## config.mk

```make
export PLATFORM = sky130hd
export DESIGN_NAME = sram_1rw_req_ctrl
export DESIGN_NICKNAME = d
export VERILOG_FILES = /design/src/rtl/sram_req_ctrl_pkg.sv /design/src/rtl/sram_resp_fifo.sv /design/src/rtl/sram_1rw_req_ctrl.sv
export SDC_FILE = /design/constraint.sdc
export NUM_CORES = 1
export LEC_CHECK = 0
export BUFFER_PORTS_ARGS = -buffer_cell sky130_fd_sc_hd__clkbuf_2
export CAP_MARGIN = 20
export CORE_MARGIN = 2
export CORE_UTILIZATION = 52
export CTS_CLUSTER_DIAMETER = 200
export DETAILED_ROUTE_END_ITERATION = 12
export GPL_TIMING_DRIVEN = 0
export PLACE_DENSITY = 0.95
export REMOVE_ABC_BUFFERS = 1
export SLEW_MARGIN = 20
export SYNTH_ARGS = -nofsm -noshare
export SYNTH_HDL_FRONTEND = slang
export SYNTH_HIERARCHICAL = 1
export SYNTH_SLANG_ARGS = --single-unit
```

## constraint.sdc

```tcl
create_clock -name clock -period 7.15 [get_ports clock]
set_input_delay 0.3575 -clock clock [delete_from_list [all_inputs] [get_ports clock]]
set_output_delay 0.3575 -clock clock [all_outputs]
set_load 0.02 [all_outputs]
```

## src/rtl/sram_req_ctrl_pkg.sv

```systemverilog
// Shared widths, depth and read-response payload for the 1RW array request controller.
package sram_req_ctrl_pkg;

  localparam int ADDR_W = 12;
  localparam int DATA_W = 32;
  localparam int DEPTH  = 3072;

  typedef struct packed {
    logic [DATA_W-1:0] data;
    logic              err;
  } rresp_t;

  function automatic logic addr_in_range(input logic [ADDR_W-1:0] addr);
    return (addr < ADDR_W'(DEPTH));
  endfunction

endpackage

```

## src/rtl/sram_resp_fifo.sv

```systemverilog
// Two-entry read-response buffer; push and pop may coincide even when full.
module sram_resp_fifo
  import sram_req_ctrl_pkg::*;
(
  input  logic       clk,
  input  logic       rst,
  input  logic       i_push,
  input  rresp_t     i_push_data,
  input  logic       i_pop,
  output rresp_t     o_head,
  output logic [1:0] o_count
);

  rresp_t     r_mem [2];
  logic       r_wr_ptr;
  logic       r_rd_ptr;
  logic [1:0] r_count;

  // Entry storage, ring pointers and occupancy
  always_ff @(posedge clk or posedge rst) begin
    if (rst) begin
      r_mem[0] <= '0;
      r_mem[1] <= '0;
      r_wr_ptr <= 1'b0;
      r_rd_ptr <= 1'b0;
      r_count  <= 2'd0;
    end else begin
      if (i_push) begin
        r_mem[r_wr_ptr] <= i_push_data;
        r_wr_ptr        <= ~r_wr_ptr;
      end
      if (i_pop) begin
        r_rd_ptr <= ~r_rd_ptr;
      end
      case ({i_push, i_pop})
        2'b10:   r_count <= r_count + 2'd1;
        2'b01:   r_count <= r_count - 2'd1;
        default: r_count <= r_count;
      endcase
    end
  end

  assign o_head  = r_mem[r_rd_ptr];
  assign o_count = r_count;

endmodule

```

## src/rtl/sram_1rw_req_ctrl.sv

```systemverilog
// Arbitrates write/read request streams onto the single RW port of the 3072x32 array.
// Optional SRAM_REQ_CTRL_RR_ARB_EN selects round-robin instead of fixed write priority.
module sram_1rw_req_ctrl
  import sram_req_ctrl_pkg::*;
(
  input  logic              clock,
  input  logic              reset,
  input  logic              wreq_valid,
  output logic              wreq_ready,
  input  logic [ADDR_W-1:0] wreq_addr,
  input  logic [DATA_W-1:0] wreq_data,
  input  logic              rreq_valid,
  output logic              rreq_ready,
  input  logic [ADDR_W-1:0] rreq_addr,
  output logic              rresp_valid,
  input  logic              rresp_ready,
  output logic [DATA_W-1:0] rresp_data,
  output logic              rresp_err,
  output logic              sram_en,
  output logic              sram_wmode,
  output logic [ADDR_W-1:0] sram_addr,
  output logic [DATA_W-1:0] sram_wdata,
  input  logic [DATA_W-1:0] sram_rdata
);

  logic       w_pop;
  logic [1:0] w_fifo_count;
  logic [2:0] w_credit_used;
  logic       w_rd_elig;
  logic       w_wr_req;
  logic       w_rd_req;
  logic       w_wr_gnt;
  logic       w_rd_gnt;
  logic       w_wr_in_range;
  logic       w_rd_in_range;
  logic       r_inflight;
  logic       r_trk_err;
  rresp_t     w_head;
  rresp_t     w_push_data;

  // A read may issue only if its response is guaranteed a buffer slot
  assign w_pop         = rresp_valid & rresp_ready;
  assign w_credit_used = {2'b00, r_inflight} + {1'b0, w_fifo_count} - {2'b00, w_pop};
  assign w_rd_elig     = (w_credit_used < 3'd2);
  assign w_wr_req      = wreq_valid & ~reset;
  assign w_rd_req      = rreq_valid & w_rd_elig & ~reset;
  assign w_wr_in_range = addr_in_range(wreq_addr);
  assign w_rd_in_range = addr_in_range(rreq_addr);

`ifdef SRAM_REQ_CTRL_RR_ARB_EN
  logic r_prio_rd;

  // Priority pointer: the stream granted last yields to the other
  always_ff @(posedge clock or posedge reset) begin
    if (reset) begin
      r_prio_rd <= 1'b0;
    end else if (w_wr_gnt) begin
      r_prio_rd <= 1'b1;
    end else if (w_rd_gnt) begin
      r_prio_rd <= 1'b0;
    end
  end

  assign w_wr_gnt = w_wr_req & ~(w_rd_req & r_prio_rd);
  assign w_rd_gnt = w_rd_req & ~w_wr_gnt;
`else
  assign w_wr_gnt = w_wr_req;
  assign w_rd_gnt = w_rd_req & ~w_wr_req;
`endif

  assign wreq_ready = w_wr_gnt;
  assign rreq_ready = w_rd_gnt;

  // Array port: out-of-range accesses are accepted but leave the array idle
  always_comb begin
    sram_en    = 1'b0;
    sram_wmode = 1'b0;
    sram_addr  = '0;
    sram_wdata = '0;
    if (w_wr_gnt && w_wr_in_range) begin
      sram_en    = 1'b1;
      sram_wmode = 1'b1;
      sram_addr  = wreq_addr;
      sram_wdata = wreq_data;
    end else if (w_rd_gnt && w_rd_in_range) begin
      sram_en    = 1'b1;
      sram_addr  = rreq_addr;
    end else begin
      sram_en    = 1'b0;
    end
  end

  // One-cycle tracker matching the array read latency
  always_ff @(posedge clock or posedge reset) begin
    if (reset) begin
      r_inflight <= 1'b0;
      r_trk_err  <= 1'b0;
    end else begin
      r_inflight <= w_rd_gnt;
      r_trk_err  <= w_rd_gnt & ~w_rd_in_range;
    end
  end

  assign w_push_data.data = r_trk_err ? '0 : sram_rdata;
  assign w_push_data.err  = r_trk_err;

  sram_resp_fifo u_resp_fifo (
    .clk         (clock),
    .rst         (reset),
    .i_push      (r_inflight),
    .i_push_data (w_push_data),
    .i_pop       (w_pop),
    .o_head      (w_head),
    .o_count     (w_fifo_count)
  );

  assign rresp_valid = (w_fifo_count != 2'd0);
  assign rresp_data  = rresp_valid ? w_head.data : '0;
  assign rresp_err   = rresp_valid & w_head.err;

endmodule

```

==> results of run 1 <==
==> cell families after synthesis <==
logic type / synth area share, %
fa+ha+maj: 1.07
xor+xnor: 1.25
buf+inv: 5.30
simple gates: 17.4
mux: 29.2
flops: 42.9
compound gates: 2.95
==> placed cells by master, fill, tap and decap left out, drive strengths merged <==
cell type / instances
dlygate4sd3: 1
nand2b: 4
fa: 1
xnor2: 2
and2: 33
and2b: 9
nor2: 3
diode: 1
or4: 1
ha: 2
nor2b: 59
xor2: 4
nand2: 2
o2bb2ai: 2
clkinv: 2
dfrtp: 72
a21boi: 1
mux2: 99
clkbuf: 185
a22o: 10
nor4b: 1
inv: 6
buf: 3
or2: 1
bufinv: 3
==> worst max-delay path by stage <==
stage                    to  slack (ns)  cells after the start
3_5_place_dp   sram_addr[2]        3.45                     10
4_1_cts        sram_addr[2]        3.06                     10
5_1_grt        sram_addr[2]        2.85                     10
3_3_place_gp   sram_addr[2]        1.91                      9
6_report       sram_addr[2]        3.11                     10
2_1_floorplan  sram_addr[0]        3.15                      8
==> power by group <==
part / total (mW) / leakage, nW / switching (mW) / internal (mW)
logic: 1.18 / 1.79 / 0.564 / 0.611
registers: 0.736 / 0.846 / 0.128 / 0.608
clock network: 0.389 / 0.124 / 0.147 / 0.242
==> per-layer routing <==
metal | routed length (um) | vias up | GRT usage, %
li1 | - | 1455 | -
met1 | 3980 | 1510 | 25.6
met2 | 5490 | 129 | 45.2
met3 | 644 | 16 | 5.94
met4 | 215 | 0 | 7.97
met5 | 0 | - | 0
==> layout make-up <==
cell class	count	area (sq um)
tap	102	128
sequential	72	1800
fill	589	2420
multi-input combinational	234	2190
clock buffer	11	141
timing repair buffer	178	948
clock inverter	5	104
antenna	1	2.50
inverter	6	25.0
==> worst reg2reg max path: stages (launching register included) <==
cell      delay [ns]
dfrtp_1         0.45
nor2_4          0.33
buf_16          0.22
nor2b_1         0.11
ha_1            0.30
nand2b_1        0.15
fa_1            0.50
nand2_1         0.08
or4_4           0.51
nor2b_1         0.13
==> per-stage QoR <==
stage	cell area (sq um)	setup WS, ns	cells
global route	5350	2.85	609
finish	5350	3.11	609
global placement	5000	1.91	588
floorplan	4000	3.15	312
CTS	5340	3.06	608
detailed placement	5090	3.45	591
==> repair_timing <==
| action | CTS | global route |
|---|---|---|
| hold endpoints to repair | 2 | 0 |
| buffers inserted | 0 | 0 |
| endpoints found under the setup margin | 0 | 0 |
| hold buffers | 1 | 0 |
==> flip-flops by register name (all words and copies together) (netlist names) <==
name                  flops
r_trk_err                 1
u_resp_fifo/r_rd_ptr      1
r_inflight                1
u_resp_fifo/o_count       2
u_resp_fifo/r_wr_ptr      1
u_resp_fifo/r_mem        66
==> summary.md, run 1 <==
| Metric | Value |
|---|---|
| Status | finished, final reports clean |
| Ys flop type | dfrtp_1 |
| Crit Path Category | flip-flop to output pin |
| Final clock skew | 0.0103 ns |
| Power per cell area | 430 nW/um^2 |
| Worst-path cell chain | nor2_4, buf_16, nor2b_1, ha_1, nand2b_1, fa_1, nand2_1, nor4b_2, a22o_1, clkbuf_2 |
| Max_cap viols | 0 |
| Buf+Inv Stages, Crit Path | 2 |
| CTS Buffer Depth | 2 |
| Worst Path Required | 6.79 ns |
| Drt wl/cell | 17.0 um |
| CTS resizes | 0 |
| Clock Latency Late Sink | 0.34 ns |
| Cells on worst reg2reg path | 9 |
| Main area contributors after synthesis | dfrtp_1 (43%), mux2_2 (18%), mux2_4 (11%) |
| Htree depth | 3 |
| Reg-to-reg slack, setup | 4.30 ns |
| Fin util | 68.8% |
| Post-synth top cells | dfrtp_1 (72), mux2_2 (69), nor2b_1 (58), and2_1 (33), mux2_4 (30) |
| Finish-stage setup viols | 0 |
| Clk sinks | 72 |
| Port buffer count | 174 |
| TritonRoute pass-1 iters | 4 |
| Final #Nets | 597 |
| Post-synth cell types | 27 |
| Slew HR | 39.9% |
| Root buffer cell | clkbuf_8 |
| Slew Viols, Final | 0 |
| Setup crit start kind | flip-flop |
| Worst-Margin Slew | 0.899 ns |
| P&R area growth vs syn | 27.2% |
| Leak pwr | 2.76 nW |
| Initial antenna violation count | 1 |
| Top cell type's share of synthesized area | 42.9% |
| HP Start | wreq_valid |
| Worst hold path class | primary input to flip-flop |
| DP HPWL | 7460 um |
| I/O pins | 175 |
| WHS | 0.345 ns |
| Fmax | 248 MHz |
| Post-route ant nets | 0 |
| Most common cell in the netlist | dfrtp_1 |
| Die Height | 93.9 um |
| Synth Warn # | 6 |
| Setup crit end kind | output pin |
| WP data arrival | 3.68 ns |
| Sequential-to-total area share from yosys stat | 42.9% |
| Syn_area_per_cell | 12.6 sq um |
| Worst path max stage delay | 0.77 ns |
| FP Rows | 32 |
| Max IR drop VDD | 157 uV |
| Via Count | 3,110 |
| First-pass GRT wire length | 16,000 um |
| DIE AREA | 8820 sq um |
| Power Total | 2.30 mW |
| Vias in the first global route | 3,352 |
| Setup TNS | 0 ns |
| Fin crit period | 4.04 ns |
| DRC Markers | 0 |
| Final WL | 10,300 um |
| R2R Path Start | u_resp_fifo/o_count[0]$_DFFE_PP0P_ |
| Slowest-stage cell, CP | nor4b_2 |
| Global route total overflow | 0 |
| Core area | 7770 sq um |
| Hold path endpoint | r_trk_err$_DFF_PP0_ |
| #FFs+latches synth | 72 |
| Number of CTS-inserted buffers | 9 |
| Hold depth | 3 |
| Vias per Instance | 5.11 |
| Final Cycle Share | 56.4% |
| Reg-to-Reg End | r_trk_err$_DFF_PP0_ |
| Worst Setup SP | u_resp_fifo/o_count[0]$_DFFE_PP0P_ |
| Clock-pin slew on the worst setup and hold paths | 0.07 ns |
| Starting DRT DRC Count | 51 |
| Largest net degree at the start of global routing | 47 |
| Final hold viol count | 0 |
| Ys async rst share | 100% |
| Initial Utilization | 54.1% |
| Share of layout cells above drive strength 1 | 59.7% |
| GPL Wtd Cong | 0.869 |
| Synthesized cell area | 4200 sq um |
| Unrepaired setup endpoints after global routing | no |
| CP Max Fanout | 26 |
| GR Util All Layers | 23.9% |
| CP top delay family | simple AND/OR/NAND/NOR gates |
| Post-synth EDFFs | 0 |
| CTS tree | done |
| Gate Count Post-Synth | 334 |
| Die Wd | 93.9 um |
| Cell taking the most area after synthesis | dfrtp_1 |
No activity file was read; power rests on OpenSTA's default activity.
==> inputs of run 2 (changes only) <==
--- a/config.mk
+++ b/config.mk
@@ -8,11 +8,11 @@
 export BUFFER_PORTS_ARGS = -buffer_cell sky130_fd_sc_hd__clkbuf_2
 export CAP_MARGIN = 20
 export CORE_MARGIN = 2
-export CORE_UTILIZATION = 52
+export CORE_UTILIZATION = 49
 export CTS_CLUSTER_DIAMETER = 200
 export DETAILED_ROUTE_END_ITERATION = 12
 export GPL_TIMING_DRIVEN = 0
-export PLACE_DENSITY = 0.95
+export PLACE_DENSITY = 0.92
 export REMOVE_ABC_BUFFERS = 1
 export SLEW_MARGIN = 20
 export SYNTH_ARGS = -nofsm -noshare
==> constraint.sdc (replaced) <==
create_clock -name clock -period 3.85 [get_ports clock]
set_input_delay 0.1925 -clock clock [delete_from_list [all_inputs] [get_ports clock]]
set_output_delay 0.1925 -clock clock [all_outputs]
set_load 0.02 [all_outputs]
==> run 2 against run 1 <==
- clock skew about the same
- register-to-register slack got worse by 3.0 ns
- utilization decreased by 3.9 points
- non-clock buffer count unchanged
- combinational power increased by 85%
- wire length increased by 7.7%
- clock-buffer cell count decreased by 2
- clock power increased by 89%
- critical path type unchanged
==> summary.md, run 2 (synthesis gave the netlist of run 1 again) <==
| Metric | Value |
|---|---|
| Status | finished, final reports clean |
| Initial antenna violation count | 3 (+2) |
| Largest net degree at the start of global routing | 47 (unchanged) |
| Worst Path Required | 3.66 ns (-3.13 ns) |
| Finish-stage setup viols | 0 (unchanged) |
| Buf+Inv Stages, Crit Path | 1 (-1) |
| Die Height | 96.6 um (+2.9%) |
| Final #Nets | 597 (unchanged) |
| Commonest non-fill, non-tap cell in the layout | clkbuf_2 |
| Port buffer count | 174 (unchanged) |
| Initial Utilization | 50.9% (-3.2 points) |
| Via Count | 3,116 (+0.19%) |
| R2R Path Start | u_resp_fifo/o_count[0]$_DFFE_PP0P_ |
| CTS tree | done |
| Starting DRT DRC Count | 69 (+35%) |
| Clk sinks | 72 (unchanged) |
| Power Total | 4.27 mW (+86%) |
| Max IR drop VDD | 324 uV (+110%) |
| Final WL | 11,100 um (+7.7%) |
| Place WS | 0.508 ns (-2.94 ns) |
| HP Start | wreq_valid |
| Worst path max stage delay | 0.63 ns (-0.14 ns) |
| CTS Buffer Depth | 2 (unchanged) |
| Worst-Margin Slew | 0.880 ns (-0.0186 ns) |
| Unrepaired setup endpoints after global routing | no |
| Post-route ant nets | 0 (unchanged) |
| Inst Count DP | 594 (+0.51%) |
| DRC Markers | 0 (unchanged) |
| GR Util All Layers | 24.1% (+0.23 points) |
| Final clock skew | 0.0103 ns (-0.0000161 ns) |
| WP data arrival | 3.21 ns (-0.47 ns) |
| Non-Filler Instances | 615 (+0.99%) |
| DIE AREA | 9330 sq um (+5.9%) |
| GPL Wtd Cong | 0.957 (+10%) |
| Setup ws final | 0.451 ns (-2.66 ns) |
| Leak pwr | 2.76 nW (about the same) |
| Htree depth | 3 (unchanged) |
| Drt wl/cell | 18.1 um (+6.6%) |
| CP Max Fanout | 11 (-58%) |
| I/O pins | 175 (unchanged) |
| Total setup buffers inserted after CTS | 0 (unchanged) |
| Worst Setup SP | u_resp_fifo/o_count[0]$_DFFE_PP0P_ |
| Clock-pin slew on the worst setup and hold paths | 0.08 ns (about the same) |
| Setup crit start kind | flip-flop |
| Clock Latency Late Sink | 0.34 ns (about the same) |
| TritonRoute pass-1 iters | 4 (unchanged) |
| Max FFs per register | 66 (unchanged) |
| First-pass GRT wire length | 17,700 um (+10%) |
| CP top delay family | simple AND/OR/NAND/NOR gates |
| Worst-path cell chain | nor2_4, nor2b_1, ha_1, nand2b_1, fa_1, nand2_1, nor4b_4, a22o_1, clkbuf_2 |
| Global route total overflow | 0 (unchanged) |
| Commonest non-fill, non-tap cells in the layout | clkbuf_2 (174), dfrtp_1 (70), mux2_2 (69) |
| Vias per Instance | 5.07 (-0.78%) |
| Core area | 8260 sq um (+6.3%) |
| Final hold viol count | 0 (unchanged) |
| Final Cycle Share | 88.3% |
| Fmax | 294 MHz |
| Power per cell area | 797 nW/um^2 (+85%) |
| Vias in the first global route | 3,378 (+0.78%) |
| Slew Viols, Final | 0 (unchanged) |
| Slowest-stage cell, CP | nor4b_4 |
| Slew HR | 41.1% (+1.2 points) |
| Share of layout cells above drive strength 1 | 59.9% (+0.20 points) |
| Fin crit period | 3.40 ns |
| Die Wd | 96.6 um (+2.9%) |
| DP HPWL | 8350 um (+12%) |
| Number of CTS-inserted buffers | 9 (unchanged) |
| Crit Path Category | flip-flop to output pin |
| Root buffer cell | clkbuf_8 |
| Max_cap viols | 0 (unchanged) |
| Worst hold path class | primary input to flip-flop |
| Setup TNS | 0 ns (unchanged) |
| FP Rows | 33 (+3.1%) |
| P&R area growth vs syn | 27.6% |
| Fin util | 64.9% (-3.9 points) |
| Largest reg by FF count | u_resp_fifo/r_mem |
| Setup crit end kind | output pin |
## run 2: cell types whose count changed in the layout (fill, tap and decap cells not counted)
cell,change
inv_6,+3
diode_2,+3
nor4b_2,-1
clkbuf_1,-1
nor4b_4,+1
clkinv_2,-1
buf_16,-1
clkbuf_8,-1
buf_12,+1
## run 2: layout make-up
class,instances,area [sq um]
well taps,105,131
multi-input cells,234,2200
clock buffers,9,124
fillers,634,2900
diodes,4,10.0
inverters,6,25.0
repair buffers,178,941
flip-flops and latches,72,1800
clock inverters,7,125
## run 2: metrics by stage
step / hold slack [ns] / instance area [sq um]
final: 0.186 / 5360
after global routing: 0.187 / 5360
after CTS: 0.164 / 5340
after detailed placement: 0.132 / 5080
after global placement: 0.0999 / 5000
after floorplan: -0.0663 / 4000
## run 2: power breakdown
group	switching, mW	leakage (nW)	internal, mW
Sequential	0.231	0.846	1.13
Clock	0.298	0.125	0.438
Combinational	1.05	1.79	1.13
Total	1.58	2.76	2.70
## run 2: layer usage
layer  track usage, %  up-vias  wire [um]  part of all wire (%)
met5                0        -          0                     0
met4             10.2        0        357                   3.2
met3             5.20       19        606                   5.4
met2             42.6      122       5770                    52
met1             28.2     1514       4380                    39
li1                 -     1461          -                     -
## run 2: worst reg2reg max path, delay by kind of cell (launching register included)
kind | cells | cell delay [ns]
adder cells (fa/ha/maj) | 2 | 0.76
flip-flops | 1 | 0.48
AND/OR/NAND/NOR | 6 | 1.25
## run 2: what timing repair did
action	in CTS	in global routing
setup endpoints to repair	0	11
endpoints found under the hold margin	34	0
gates resized for setup	0	1
hold buffers	1	0
## run 2: worst paths after layout
| kind | slack, ns | depth (start not counted) | end |
|---|---|---|---|
| min in group asynchronous | 0.35 | 3 | r_inflight$_DFF_PP0_ |
| max reg2reg | 1.28 | 8 | r_trk_err$_DFF_PP0_ |
| min | 0.19 | 3 | r_trk_err$_DFF_PP0_ |
| max | 0.45 | 9 | sram_addr[0] |
| max in group asynchronous | 2.81 | 4 | u_resp_fifo/r_rd_ptr$_DFFE_PP0P_ |
| min reg2reg | 0.51 | 1 | u_resp_fifo/r_mem[32]$_DFFE_PP0P_ |
